===== src/rtl/acc_feeder_pkg.sv =====
// Shared types and widths for the accumulator feeder.
package acc_feeder_pkg;

  localparam int unsigned DATA_W  = 32;
  localparam int unsigned CYCLE_W = 64;

  typedef enum logic [1:0] {
    ST_WAIT_START = 2'd0,
    ST_ISSUE      = 2'd1,
    ST_GAP        = 2'd2
  } state_t;

endpackage


===== src/rtl/acc_feeder_fifo.sv =====
// Synchronous FIFO holding pending addends; DEPTH must be a power of two.
module acc_feeder_fifo
  import acc_feeder_pkg::*;
#(
  parameter int unsigned DEPTH = 8
) (
  input  logic                        i_clk,
  input  logic                        i_rst,
  input  logic                        i_push,
  input  logic [DATA_W-1:0]           i_data,
  input  logic                        i_pop,
  output logic [DATA_W-1:0]           o_head,
  output logic                        o_full,
  output logic                        o_empty,
  output logic [$clog2(DEPTH):0]      o_count
);

  localparam int unsigned AW = $clog2(DEPTH);

  logic [DATA_W-1:0] r_mem [DEPTH];
  logic [AW:0]       r_wr_ptr;
  logic [AW:0]       r_rd_ptr;
  logic              w_do_push;
  logic              w_do_pop;

  // Extra wrap bit on each pointer distinguishes full from empty.
  assign o_full    = (r_wr_ptr[AW] != r_rd_ptr[AW]) &&
                     (r_wr_ptr[AW-1:0] == r_rd_ptr[AW-1:0]);
  assign o_empty   = (r_wr_ptr == r_rd_ptr);
  assign o_count   = r_wr_ptr - r_rd_ptr;
  assign o_head    = r_mem[r_rd_ptr[AW-1:0]];
  assign w_do_push = i_push && !o_full;
  assign w_do_pop  = i_pop && !o_empty;

  always_ff @(posedge i_clk) begin
    if (i_rst) begin
      r_wr_ptr <= '0;
      r_rd_ptr <= '0;
    end else begin
      if (w_do_push) r_wr_ptr <= r_wr_ptr + 1'b1;
      if (w_do_pop)  r_rd_ptr <= r_rd_ptr + 1'b1;
    end
  end

  always_ff @(posedge i_clk) begin
    if (w_do_push) r_mem[r_wr_ptr[AW-1:0]] <= i_data;
  end

endmodule


===== src/rtl/acc_feeder.sv =====
// Accumulator feeder: FIFO-buffered addends issued as single-cycle valid pulses.
// Optional running-sum shadow checker enabled by defining ACC_FEEDER_CHECK_EN.
module acc_feeder
  import acc_feeder_pkg::*;
#(
  parameter int unsigned          DEPTH       = 8,
  parameter int unsigned          GAP         = 0,
  parameter logic [CYCLE_W-1:0]   START_CYCLE = '0
) (
  input  logic                 clock,
  input  logic                 reset,
  input  logic [CYCLE_W-1:0]   cycles,
  input  logic [DATA_W-1:0]    accumulator,
  input  logic                 in_valid,
  output logic                 in_ready,
  input  logic [DATA_W-1:0]    in_data,
  output logic                 valid,
  output logic [DATA_W-1:0]    value,
  output logic                 busy,
  output logic [31:0]          issued_count,
  output logic                 mismatch
);

  state_t                 r_state;
  state_t                 w_state_nxt;
  logic                   w_pop;
  logic                   w_full;
  logic                   w_empty;
  logic [DATA_W-1:0]      w_head;
  logic [$clog2(DEPTH):0] w_count;
  logic                   r_valid;
  logic [DATA_W-1:0]      r_value;
  logic [31:0]            r_issued_count;
  logic [31:0]            r_gap_cnt;

  acc_feeder_fifo #(
    .DEPTH (DEPTH)
  ) u_fifo (
    .i_clk   (clock),
    .i_rst   (reset),
    .i_push  (in_valid),
    .i_data  (in_data),
    .i_pop   (w_pop),
    .o_head  (w_head),
    .o_full  (w_full),
    .o_empty (w_empty),
    .o_count (w_count)
  );

  always_ff @(posedge clock) begin
    if (reset) r_state <= ST_WAIT_START;
    else       r_state <= w_state_nxt;
  end

  always_comb begin
    w_state_nxt = r_state;
    case (r_state)
      ST_WAIT_START: if (cycles >= START_CYCLE) w_state_nxt = ST_ISSUE;
      ST_ISSUE:      if (!w_empty && (GAP != 0)) w_state_nxt = ST_GAP;
      ST_GAP:        if (r_gap_cnt <= 32'd1) w_state_nxt = ST_ISSUE;
      default:       w_state_nxt = ST_WAIT_START;
    endcase
  end

  always_comb begin
    w_pop = (r_state == ST_ISSUE) && !w_empty;
  end

  // The pulse cycle itself counts as the first GAP cycle, so loading GAP and
  // leaving at 1 yields exactly GAP idle cycles between pulses.
  always_ff @(posedge clock) begin
    if (reset) begin
      r_valid        <= 1'b0;
      r_value        <= '0;
      r_issued_count <= '0;
      r_gap_cnt      <= '0;
    end else begin
      r_valid        <= w_pop;
      if (w_pop) r_value <= w_head;
      r_issued_count <= r_issued_count + 32'(r_valid);
      if (w_pop && (GAP != 0))
        r_gap_cnt <= 32'(GAP);
      else if ((r_state == ST_GAP) && (r_gap_cnt != '0))
        r_gap_cnt <= r_gap_cnt - 32'd1;
    end
  end

  assign in_ready     = !w_full;
  assign valid        = r_valid;
  assign value        = r_value;
  assign issued_count = r_issued_count;
  assign busy         = (w_count != '0) || r_valid || (r_gap_cnt != '0);

`ifdef ACC_FEEDER_CHECK_EN
  logic              r_armed;
  logic [DATA_W-1:0] r_base;
  logic [DATA_W-1:0] r_exp_sum;
  logic              r_mismatch;

  // Base is sampled on the first post-reset cycle; comparison starts one later.
  always_ff @(posedge clock) begin
    if (reset) begin
      r_armed    <= 1'b0;
      r_base     <= '0;
      r_exp_sum  <= '0;
      r_mismatch <= 1'b0;
    end else begin
      r_armed <= 1'b1;
      if (!r_armed) r_base <= accumulator;
      if (r_valid)  r_exp_sum <= r_exp_sum + r_value;
      if (r_armed && ((accumulator - r_base) != r_exp_sum)) r_mismatch <= 1'b1;
    end
  end

  assign mismatch = r_mismatch;
`else
  logic w_unused_acc;
  assign w_unused_acc = ^accumulator;
  assign mismatch     = 1'b0;
`endif

endmodule

===== config.mk =====
export PLATFORM = sky130hd
export DESIGN_NAME = acc_feeder
export DESIGN_NICKNAME = d
export VERILOG_FILES = /design/src/rtl/acc_feeder_pkg.sv /design/src/rtl/acc_feeder_fifo.sv /design/src/rtl/acc_feeder.sv
export SDC_FILE = /design/constraint.sdc
export NUM_CORES = 1
export LEC_CHECK = 0
export ABC_AREA = 1
export BUFFER_PORTS_ARGS = -buffer_cell sky130_fd_sc_hd__buf_2
export CAP_MARGIN = 5
export CORE_MARGIN = 2
export CORE_UTILIZATION = 57
export DETAILED_ROUTE_END_ITERATION = 10
export GPL_TIMING_DRIVEN = 0
export PLACE_DENSITY = 0.81
export SLEW_MARGIN = 25
export SYNTH_ARGS = -nofsm -noshare
export SYNTH_HDL_FRONTEND = slang
export SYNTH_SLANG_ARGS = --single-unit

===== constraint.sdc =====
create_clock -name clock -period 4.9 [get_ports clock]
set_clock_uncertainty 0.2 [all_clocks]
set_input_delay 1.47 -clock clock [delete_from_list [all_inputs] [get_ports clock]]
set_output_delay 1.47 -clock clock [all_outputs]
set_load 0.02 [all_outputs]

; After elaboration in Yosys (flattened, before gate mapping)
; Memories as Yosys holds them, arrays and structs flattened. A register that Yosys moved wholly into a read port is not among the register bits.
; Index checks and enable logic that the tools add are counted.
[op_classes]
bitwise = 1
n_reduce_logical = 13
mux = 5
magnitude_cmp = 2
add_sub_neg = 5
eq_ne = 7
[op_table]
columns = op, n
row1 = $ge 64x1->1 const B, 1
row2 = $add 32x1->32, 1
row3 = $le 32x1->1 const B, 1
row4 = $reduce_bool 32->1, 1
row5 = $sub 32x1->32 const B, 1
row6 = $add 4x1->4 const B, 2
row7 = $pmux 2 s3, 1
row8 = $logic_and 1x1->1, 5
row9 = $eq 4x4->1, 1
row10 = $mux 2, 2
row11 = $ne 2x2->1 const B, 2
row12 = $reduce_bool 4->1, 1
row13 = $sub 4x4->4, 1
row14 = $eq 3x3->1, 1
row15 = $reduce_and 3->1, 1
row16 = $eq 2x1->1 const B, 1
row17 = $eq 2x2->1 const B, 1
row18 = $logic_not 1->1, 2
row19 = $logic_not 2->1, 1
row20 = $logic_or 1x1->1, 2
row21 = $mux 1, 2
row22 = $ne 1x1->1, 1
row23 = $not 1->1, 1
[word_totals]
mem_bits_rw = 256
ff_bits = 75
mem_count = 1
elab_cells = 40
input_bits = 131
[memory_table]
columns = name, words, width, read_ports, rd_ports_with_merged_regs, wr, line
row1 = u_fifo.r_mem, 8, 32, 1, 1, 1, acc_feeder_fifo.sv:20  ; logic [DATA_W-1:0] r_mem [DEPTH];

; Depth between registers and ports, before layout
; Gate-level depths: netlist of the first run.
[depth]
depth_word = 6
depth_mapped = 13
depth_no_buf = 9

; By module
; Synthesis of the first run repeated with hierarchy kept, for this count alone.
[hier_totals]
cells_unflattened = 1292
hier_area_um2 = 13565.5
[modules_own_cells]
columns = module, cells_per_inst, area_per_inst_um2, n_inst, seq_area_each_um2
row1 = acc_feeder_fifo, 886, 10694.0, 1, 7907.6
row2 = acc_feeder, 406, 2871.5, 1, 1321.3

; Worst setup path after synthesis of the first run
; No wires, ideal clock.
[synth_timing]
kind = input to register
from = in in_valid
to = mem u_fifo.r_mem[6][0], enable pin
slack_ps = 308
setup_time_ps = 461
path_stages = 4
n_path_buf = 0
arrival_ps = 3931
path_cell_list = nand2_2 inv_2 nand2_2 nor3_1
[synth_via]
elab_chain_len = 3
[synth_rtl]
columns = element, line
row1 = start: declaration, acc_feeder.sv:14  ; input logic in_valid,
row2 = $logic_and 1x1->1, acc_feeder_fifo.sv:32  ; assign w_do_push = i_push && !o_full;
row3 = $mux 1, acc_feeder_fifo.sv:46  ; if (w_do_push) r_mem[r_wr_ptr[AW-1:0]] <= i_data;
row4 = $mux 1 (implied by the code), acc_feeder_fifo.sv:46
row5 = end: declaration, acc_feeder_fifo.sv:20
; No other way between the ends.

; Worst setup path in the final report of the first run
[layout_timing]
from = reg u_fifo.r_rd_ptr[2]
to = out busy
[layout_via]
elab_chain_len = 4
[layout_rtl]
columns = element, line
row1 = start: declaration, acc_feeder_fifo.sv:22  ; logic [AW:0] r_rd_ptr;
row2 = start signal: assignment, acc_feeder_fifo.sv:41  ; if (w_do_pop) r_rd_ptr <= r_rd_ptr + 1'b1;
row3 = $sub 4x4->4, acc_feeder_fifo.sv:30  ; assign o_count = r_wr_ptr - r_rd_ptr;
row4 = $reduce_bool 4->1, acc_feeder.sv:92  ; assign busy = (w_count != '0) || r_valid || (r_gap_cnt != '0);
row5 = $logic_or 1x1->1 (2 in a row), acc_feeder.sv:92
row6 = end: declaration, acc_feeder.sv:19  ; output logic busy,
; No other way between the ends.

==> results of run 1 <==
state kept, by name, summed over array words and instances (netlist names):
| signal | cells |
|---|---|
| u_fifo.r_mem | 256 |
| issued_count | 32 |
| value | 32 |
| u_fifo.r_rd_ptr | 4 |
| u_fifo.r_wr_ptr | 4 |
| r_state | 1 |
| valid | 1 |
cells in the final DEF, fill, tap and decap left out, types with 2 or more instances in the layout:
cell type | synthesis | layout
a21oi_2 | 25 | 25
buf_6 | 4 | 4
o21a_1 | 2 | 2
clkinv_4 | 0 | 2
nand2_1 | 388 | 388
dfxtp_1 | 74 | 74
o21ai_1 | 36 | 36
nor3_1 | 3 | 2
buf_4 | 5 | 9
a21oi_1 | 35 | 35
clkinv_1 | 1 | 7
xnor2_1 | 5 | 5
ha_1 | 7 | 7
clkbuf_8 | 0 | 3
o21ai_0 | 8 | 8
inv_1 | 122 | 122
buf_16 | 0 | 6
o211ai_1 | 32 | 32
xor2_1 | 6 | 6
buf_2 | 33 | 133
nand2_2 | 2 | 2
nor2_2 | 5 | 5
nand3_1 | 113 | 113
inv_2 | 21 | 21
clkbuf_16 | 0 | 34
nor2_4 | 1 | 8
diode_2 | 0 | 2
edfxtp_1 | 256 | 256
nand4_1 | 2 | 2
nor2_1 | 136 | 129
clkinv_2 | 1 | 3
clkbuf_1 | 17 | 27
metal layers:
layer | track usage | wire, um | share of wire | up-vias
li1 | - | - | - | 4737
met2 | 0.441 | 16100 | 0.48 | 518
met3 | 0.0474 | 2870 | 0.086 | 90
met4 | 0.100 | 1060 | 0.032 | 4
met1 | 0.341 | 13200 | 0.40 | 4625
met5 | 0 | 18 | 0.00054 | -
worst max-delay path: stages, from the launching register on:
cell	delay (ps)
dfxtp_1	350
inv_2	140
clkbuf_1	520
ha_1	380
a21oi_1	140
o21ai_0	130
or2_2	300
nand4_1	110
buf_2	180
through the flow:
step,cells,utilization
after floorplan,1345,-
after global placement,1764,0.622
after detailed placement,1776,0.634
after CTS,1835,0.677
after global routing,1836,0.678
final,1837,0.678
cells by family after synthesis:
group                      Yosys count  synth area share
DFF                                330             0.668
AOI/OAI and AO/OA                  139            0.0639
adders and majority gates            8           0.00783
other                                1          0.000273
and+or+nand+nor                    651             0.191
xor gates and xnor gates            11           0.00701
buffers and inverters              205            0.0627
worst paths after layout:
| path | from | to | slack, ps | cells past startpoint |
|---|---|---|---|---|
| worst min register to register | issued_count[31] | issued_count[31] | 270 | 2 |
| worst max register to register | u_fifo.r_rd_ptr[2] | u_fifo.r_mem[1][12] | 1390 | 11 |
| worst max-delay path | u_fifo.r_rd_ptr[2] | busy | 460 | 8 |
| worst min-delay path | issued_count[31] | issued_count[31] | 270 | 2 |
layout make-up:
class / instances / area (sq um)
clock inverters: 12 / 96.3
diodes: 2 / 5.00
repair buffers: 112 / 731
flip-flops and latches: 330 / 9170
clock buffers: 47 / 930
multi-input cells: 810 / 3760
plain buffers: 60 / 315
well taps: 319 / 399
inverters: 145 / 546
fillers: 1732 / 7590
power by group:
group          internal, uW  total (uW)  switching [uW]  leakage, uW
Clock                  1380        2410            1030     0.000499
Combinational           324        1070             748      0.00287
Sequential             3130        3170            46.5      0.00293
Total                  4830        6660            1820      0.00630
==> flow_metrics.py, run 1 <==
metrics = {
    "status": {
        "outcome": "complete, no violations",
    },
    "cells_and_area": {
        "finish.net_count": 1632,
        "final_area_sq_mm": 0.0160,
        "syn_to_final_growth_pct": 16.2,
        "drive_above_1_share": 0.172,
    },
    "power_and_ir_drop": {
        "power_leakage_uw": 0.00630,
        "vdd_drop_max_v": 0.000225,
        "power_density_mw_per_mm2": 417,
        "p_total_uw": 6660,
    },
    "floorplanning": {
        "std_cell_rows": 56,
        "die_y_um": 159,
        "dieArea_sq_mm": 0.0254,
        "io_pins": 199,
        "core_sq_mm": 0.0235,
        "start_util": 0.583,
        "die_x_um": 159,
    },
    "route": {
        "post_drt_wl_per_cell_um": 18.1,
        "drt_iter0_drc": 1150,
        "drtPass1Iterations": 6,
        "vias_per_cell": 5.43,
        "drc": 0,
        "vias": 9974,
        "detail-route-antenna-nets": 0,
        "wl_um": 33200,
    },
    "critical_path": {
        "cp_max_fo": 10,
        "arrival_ps": 2770,
        "critical_path_class": "flop to primary output",
        "crit_path_end_kind": "primary output",
        "cp.required_ps": 3230,
        "crit_path_start_kind": "flop",
    },
    "cts": {
        "cts_hold_buf": 0,
        "cts-root-buf": "clkbuf_16",
        "cts_made_buffers": 34,
        "clkTransAtPathRegs_ps": 60,
        "cts_tree": "yes",
        "cts_resized": 0,
        "cts.sinks": 330,
        "cts_buffer_depth": 3,
        "insertion_delay_ps": 510,
        "postCtsSetupRepairBufs": 0,
        "htreeDepth": 2,
    },
    "timing": {
        "fin_crit_ps": 4440,
        "slew_headroom": 0.524,
        "fin_ws_ps": 457,
        "finalHoldWorstSlack_ps": 275,
        "post-route-period-util": 0.907,
        "final.setup.tns_ps": 0,
        "hold_viol": 0,
        "finalSetupViolCount": 0,
        "rsz0062_at_grt": "no",
        "maxSlewViolCount": 0,
        "timing.fmax_mhz": 225,
        "worst_pin_slew_ps": 712,
    },
    "global_routing": {
        "grt_max_degree": 22,
        "grt-ovfl-total": 0,
        "grt_pass1_wl_um": 52000,
        "grt_use_total": 0.262,
        "grt_pass1_vias": 9768,
        "antenna_found_initial": 4,
    },
    "synth": {
        "netlist_area_sq_mm": 0.0137,
        "synthCells": 1345,
        "synth_top_flop_cell": "edfxtp_1",
        "synth_top_area_share": 0.560,
        "syn_avg_cell_area_sq_um": 10.2,
        "yosys-top-cells-area": "edfxtp_1 (56%), dfxtp_1 (11%), nand2_1 (11%)",
        "ys_seq_area_frac": 0.668,
        "synth_nets": 1484,
        "synth_cell_types": 32,
        "synth_top_cell_by_area": "edfxtp_1",
        "yosysMostFrequentCell": "nand2_1",
        "synth_seq_cells": 330,
        "ys_async_sr_fraction": 0,
        "yosysWarnings": 0,
        "synth_commonest_cells": "nand2_1 (388), edfxtp_1 (256), nor2_1 (136), inv_1 (122), nand3_1 (113)",
        "synth_edf_count": 256,
    },
    "place": {
        "place_hpwl_um": 21300,
        "gp_congestion": 0.859,
        "io_buffers": 100,
        "placed_area_sq_mm": 0.0149,
        "pre_cts_slack_ps": 1000,
    },
    "min_path": {
        "min_path_type": "flop to flop",
    },
    "flow_run": {
        "maxCapViolCount": 0,
    },
}
(Power assumes the default switching activity.)
==> run 2, diff against run 1 <==
--- a/config.mk
+++ b/config.mk
@@ -12,6 +12,7 @@
 export CORE_UTILIZATION = 57
 export DETAILED_ROUTE_END_ITERATION = 10
 export GPL_TIMING_DRIVEN = 0
+export MAX_ROUTING_LAYER = met4
 export PLACE_DENSITY = 0.81
 export SLEW_MARGIN = 25
 export SYNTH_ARGS = -nofsm -noshare
==> flow_metrics.py, run 2 (synthesis results as in run 1) <==
metrics = {
    "floorplanning": {
        "io_pins": 199,
        "start_util": 0.583,
        "core_sq_mm": 0.0235,
        "die_y_um": 159,
        "std_cell_rows": 56,
        "dieArea_sq_mm": 0.0254,
        "die_x_um": 159,
    },
    "cells_and_area": {
        "drive_above_1_share": 0.172,
        "largest_reg_flops": 256,
        "layout_common_cells": "nand2_1 (388), edfxtp_1 (256), buf_2 (133)",
        "syn_to_final_growth_pct": 16.2,
        "regArea_sq_mm": 0.00917,
        "finish.net_count": 1632,
        "fill_cells": 1732,
        "final_common_cell": "nand2_1",
        "multi_input_area_sq_mm": 0.00376,
    },
    "critical_path": {
        "cp.required_ps": 3230,
        "crit_slowest_cell": "clkbuf_1",
        "cp_max_fo": 10,
        "rr_worst_depth": 11,
        "slowest_delay_ps": 520,
        "arrival_ps": 2760,
        "crit_chain": "inv_2 > clkbuf_1 > ha_1 > a21oi_1 > o21ai_0 > or2_2 > nand4_1 > buf_2",
        "crit_path_start_kind": "flop",
        "critical_path_class": "flop to primary output",
        "crit_path_end_kind": "primary output",
    },
    "cts": {
        "insertion_delay_ps": 510,
        "cts-root-buf": "clkbuf_16",
        "cts.sinks": 330,
        "postCtsSetupRepairBufs": 0,
        "cts_tree": "yes",
        "cts_hold_buf": 0,
        "clkTransAtPathRegs_ps": 60,
        "htreeDepth": 2,
        "cts_buffer_depth": 3,
        "cts_made_buffers": 34,
        "cts_resized": 0,
    },
    "flow_run": {
        "maxCapViolCount": 0,
    },
    "route": {
        "wl_um": 33100,
        "drtPass1Iterations": 6,
        "post_drt_wl_per_cell_um": 18.0,
        "drc": 0,
        "detail-route-antenna-nets": 0,
        "vias_per_cell": 5.45,
        "vias": 10000,
        "drt_iter0_drc": 1051,
    },
    "power_and_ir_drop": {
        "p_total_uw": 6660,
        "vdd_drop_max_v": 0.000225,
        "p_comb_frac": 0.161,
        "power_density_mw_per_mm2": 417,
        "switching_share": 0.274,
        "p_int_uw": 4830,
        "p_seq_frac": 0.477,
        "power_leakage_uw": 0.00630,
        "clockPowerShare": 0.363,
        "p_sw_uw": 1830,
    },
    "place": {
        "io_buffers": 100,
        "place_hpwl_um": 21300,
        "gp_congestion": 0.875,
    },
    "global_routing": {
        "use_met2": 0.440,
        "grt-busiest-layer": "met2",
        "antenna_found_initial": 4,
        "gr-usage-met3": 0.0453,
        "grt_pass1_vias": 9760,
        "grt_max_degree": 22,
        "grt_use_total": 0.270,
        "grt-ovfl-total": 0,
        "use_met1": 0.342,
        "grt_pass1_wl_um": 52000,
    },
    "min_path": {
        "whs_path_depth": 2,
        "min_path_type": "flop to flop",
    },
    "timing": {
        "timing.fmax_mhz": 226,
        "rsz0062_at_grt": "no",
        "slew_headroom": 0.527,
        "hold_viol": 0,
        "fin_crit_ps": 4430,
        "finalSetupViolCount": 0,
        "worst_pin_slew_ps": 707,
        "final.setup.tns_ps": 0,
        "maxSlewViolCount": 0,
        "post-route-period-util": 0.904,
    },
    "status": {
        "outcome": "complete, no violations",
    },
}
[run 2: per-layer routing]
metal	wire length, um	share of wire	up-vias
met5	0	0	-
met4	1140	0.034	0
met1	13000	0.39	4634
met2	16100	0.49	560
li1	-	-	4740
met3	2940	0.089	95
[run 2: path summary, 6_finish.rpt]
path	from	end	slack (ps)
worst min-delay path	issued_count[31]	issued_count[31]	270
worst max register to register	u_fifo.r_rd_ptr[2]	u_fifo.r_mem[1][12]	1390
worst min register to register	issued_count[31]	issued_count[31]	270
worst max-delay path	u_fifo.r_rd_ptr[2]	busy	470
[run 2: critical path, delay by kind of cell, from the launching register on]
kind / cells / cell delay [ps]
simple gates: 2 / 410
flops: 1 / 350
compound gates: 2 / 270
fa+ha+maj: 1 / 380
buf+inv: 3 / 840
[run 2: stage by stage]
step	worst slack [ps]	hold WS, ps	instance area [sq um]	util	std cells
after floorplan	308	287	13700	-	1345
after global placement	-1600	260	14600	0.622	1764
after detailed placement	1000	266	14900	0.634	1776
after CTS	467	275	15900	0.677	1835
after global routing	341	317	16000	0.678	1839
final	469	275	16000	0.678	1839
[run 2: power by group through the flow]
stage	combinational [uW]	clock [uW]	sequential, uW
after floorplan	613	0	3300
after global placement	998	0	3230
after detailed placement	1060	0	3230
after CTS	1070	2430	3170
after global routing	1170	2550	3180
final	1070	2420	3170
[run 2: cell type report]
cell class | count | area share
Antenna cell | 4 | 0.000627
Clock inverter | 12 | 0.00604
Sequential cell | 330 | 0.575
Timing Repair Buffer | 112 | 0.0458
Tap cell | 319 | 0.0250
Multi-Input combinational cell | 810 | 0.236
Buffer | 60 | 0.0198
Inverter | 145 | 0.0342
Clock buffer | 47 | 0.0583
==> run 3, diff against run 2 <==
--- a/config.mk
+++ b/config.mk
@@ -13,7 +13,7 @@
 export DETAILED_ROUTE_END_ITERATION = 10
 export GPL_TIMING_DRIVEN = 0
 export MAX_ROUTING_LAYER = met4
-export PLACE_DENSITY = 0.81
+export PLACE_DENSITY_LB_ADDON = 0.15
 export SLEW_MARGIN = 25
 export SYNTH_ARGS = -nofsm -noshare
 export SYNTH_HDL_FRONTEND = slang
==> flow_metrics.py, run 3 (synthesis results as in run 1) <==
metrics = {
    "critical_path": {
        "cp_max_fo": 10,
        "crit_chain": "inv_2 > clkbuf_1 > ha_1 > a21oi_1 > o21ai_0 > or2_2 > nand4_1 > buf_2",
        "critical_path_class": "flop to primary output",
        "crit_buf_inv": 3,
        "cp.required_ps": 3230,
        "crit_family": "buffers and inverters",
        "crit_path_end_kind": "primary output",
        "slowest_delay_ps": 530,
        "arrival_ps": 2670,
        "r2r_start": "u_fifo.r_rd_ptr[2]",
        "crit_path_start_kind": "flop",
        "crit_start": "u_fifo.r_rd_ptr[2]",
        "crit_slowest_cell": "clkbuf_1",
    },
    "timing": {
        "finalHoldWorstSlack_ps": 287,
        "post-route-period-util": 0.885,
        "finalSetupViolCount": 0,
        "slew_headroom": 0.476,
        "rsz0062_at_grt": "no",
        "fin_ws_ps": 564,
        "worst_pin_slew_ps": 782,
        "fin_crit_ps": 4340,
        "hold_viol": 0,
        "final.setup.tns_ps": 0,
        "timing.fmax_mhz": 231,
        "maxSlewViolCount": 0,
    },
    "global_routing": {
        "grt_pass1_vias": 9114,
        "grt_max_degree": 19,
        "grt-ovfl-total": 0,
        "antenna_found_initial": 4,
        "grt_pass1_wl_um": 49400,
        "grt_use_total": 0.259,
    },
    "min_path": {
        "min_path_type": "flop to flop",
        "hp-start": "issued_count[31]",
    },
    "route": {
        "detail-route-antenna-nets": 0,
        "vias_per_cell": 5.21,
        "post_drt_wl_per_cell_um": 17.2,
        "drc": 0,
        "wl_um": 31600,
        "drtPass1Iterations": 5,
        "drt_iter0_drc": 726,
        "vias": 9587,
    },
    "cts": {
        "clkTransAtPathRegs_ps": 60,
        "postCtsSetupRepairBufs": 0,
        "cts.sinks": 330,
        "cts-root-buf": "clkbuf_16",
        "cts_buffer_depth": 3,
        "htreeDepth": 2,
        "cts_resized": 0,
        "cts_tree": "yes",
        "insertion_delay_ps": 510,
        "cts_hold_buf": 0,
        "cts_made_buffers": 34,
    },
    "flow_run": {
        "maxCapViolCount": 0,
    },
    "floorplanning": {
        "std_cell_rows": 56,
        "io_pins": 199,
        "dieArea_sq_mm": 0.0254,
        "die_x_um": 159,
        "die_y_um": 159,
        "start_util": 0.583,
        "core_sq_mm": 0.0235,
    },
    "cells_and_area": {
        "largest_reg_flops": 256,
        "layout_common_cells": "nand2_1 (388), edfxtp_1 (256), buf_2 (133)",
        "syn_to_final_growth_pct": 16.3,
        "final_common_cell": "nand2_1",
        "finish.net_count": 1632,
        "drive_above_1_share": 0.170,
    },
    "place": {
        "place_hpwl_um": 20900,
        "gp_congestion": 0.848,
        "pre_cts_slack_ps": 1140,
        "io_buffers": 100,
    },
    "status": {
        "outcome": "complete, no violations",
    },
    "power_and_ir_drop": {
        "power_leakage_uw": 0.00630,
        "vdd_drop_max_v": 0.000265,
        "power_density_mw_per_mm2": 415,
    },
}
[run 3: power by group]
part | internal (uW) | switching [uW]
Sequential | 3130 | 44.9
Clock | 1380 | 1020
Combinational | 323 | 728
[run 3: area by class of cell]
type | count | area, sq um
tap | 319 | 399
clock buffer | 48 | 935
buffer | 60 | 315
inverter | 145 | 546
timing repair buffer | 112 | 751
clock inverter | 12 | 81.3
multi-input combinational | 810 | 3760
sequential | 330 | 9170
fill | 1809 | 7570
antenna | 4 | 10.0
[run 3: path summary, 6_finish.rpt]
| kind | end | slack [ps] | depth (start not counted) |
|---|---|---|---|
| worst max-delay path | busy | 560 | 8 |
| worst min-delay path | issued_count[31] | 290 | 2 |
| worst max register to register | u_fifo.r_mem[6][14] | 1260 | 12 |
| worst min register to register | issued_count[31] | 290 | 2 |
[run 3: routing by layer]
| layer | routed length [um] | GRT usage | vias to the layer above |
|---|---|---|---|
| met3 | 2130 | 0.0453 | 44 |
| met4 | 561 | 0.0785 | 0 |
| met1 | 13600 | 0.339 | 4466 |
| met2 | 15300 | 0.418 | 332 |
| li1 | - | - | 4745 |
| met5 | 0 | - | - |
[run 3: through the flow]
| step | power, uW | std cells | util | instance area (sq um) |
|---|---|---|---|---|
| 2_1_floorplan | 3910 | 1345 | - | 13700 |
| 3_3_place_gp | 4240 | 1764 | 0.622 | 14600 |
| 3_5_place_dp | 4280 | 1776 | 0.635 | 14900 |
| 4_1_cts | 6660 | 1836 | 0.678 | 16000 |
| 5_1_grt | 6900 | 1840 | 0.678 | 16000 |
| 6_report | 6620 | 1840 | 0.678 | 16000 |
[run 3: worst min-delay path, cell delays in order (launching register included)]
cell     delay [ps]
dfxtp_1         320
nand2_1          70
a21oi_1          50
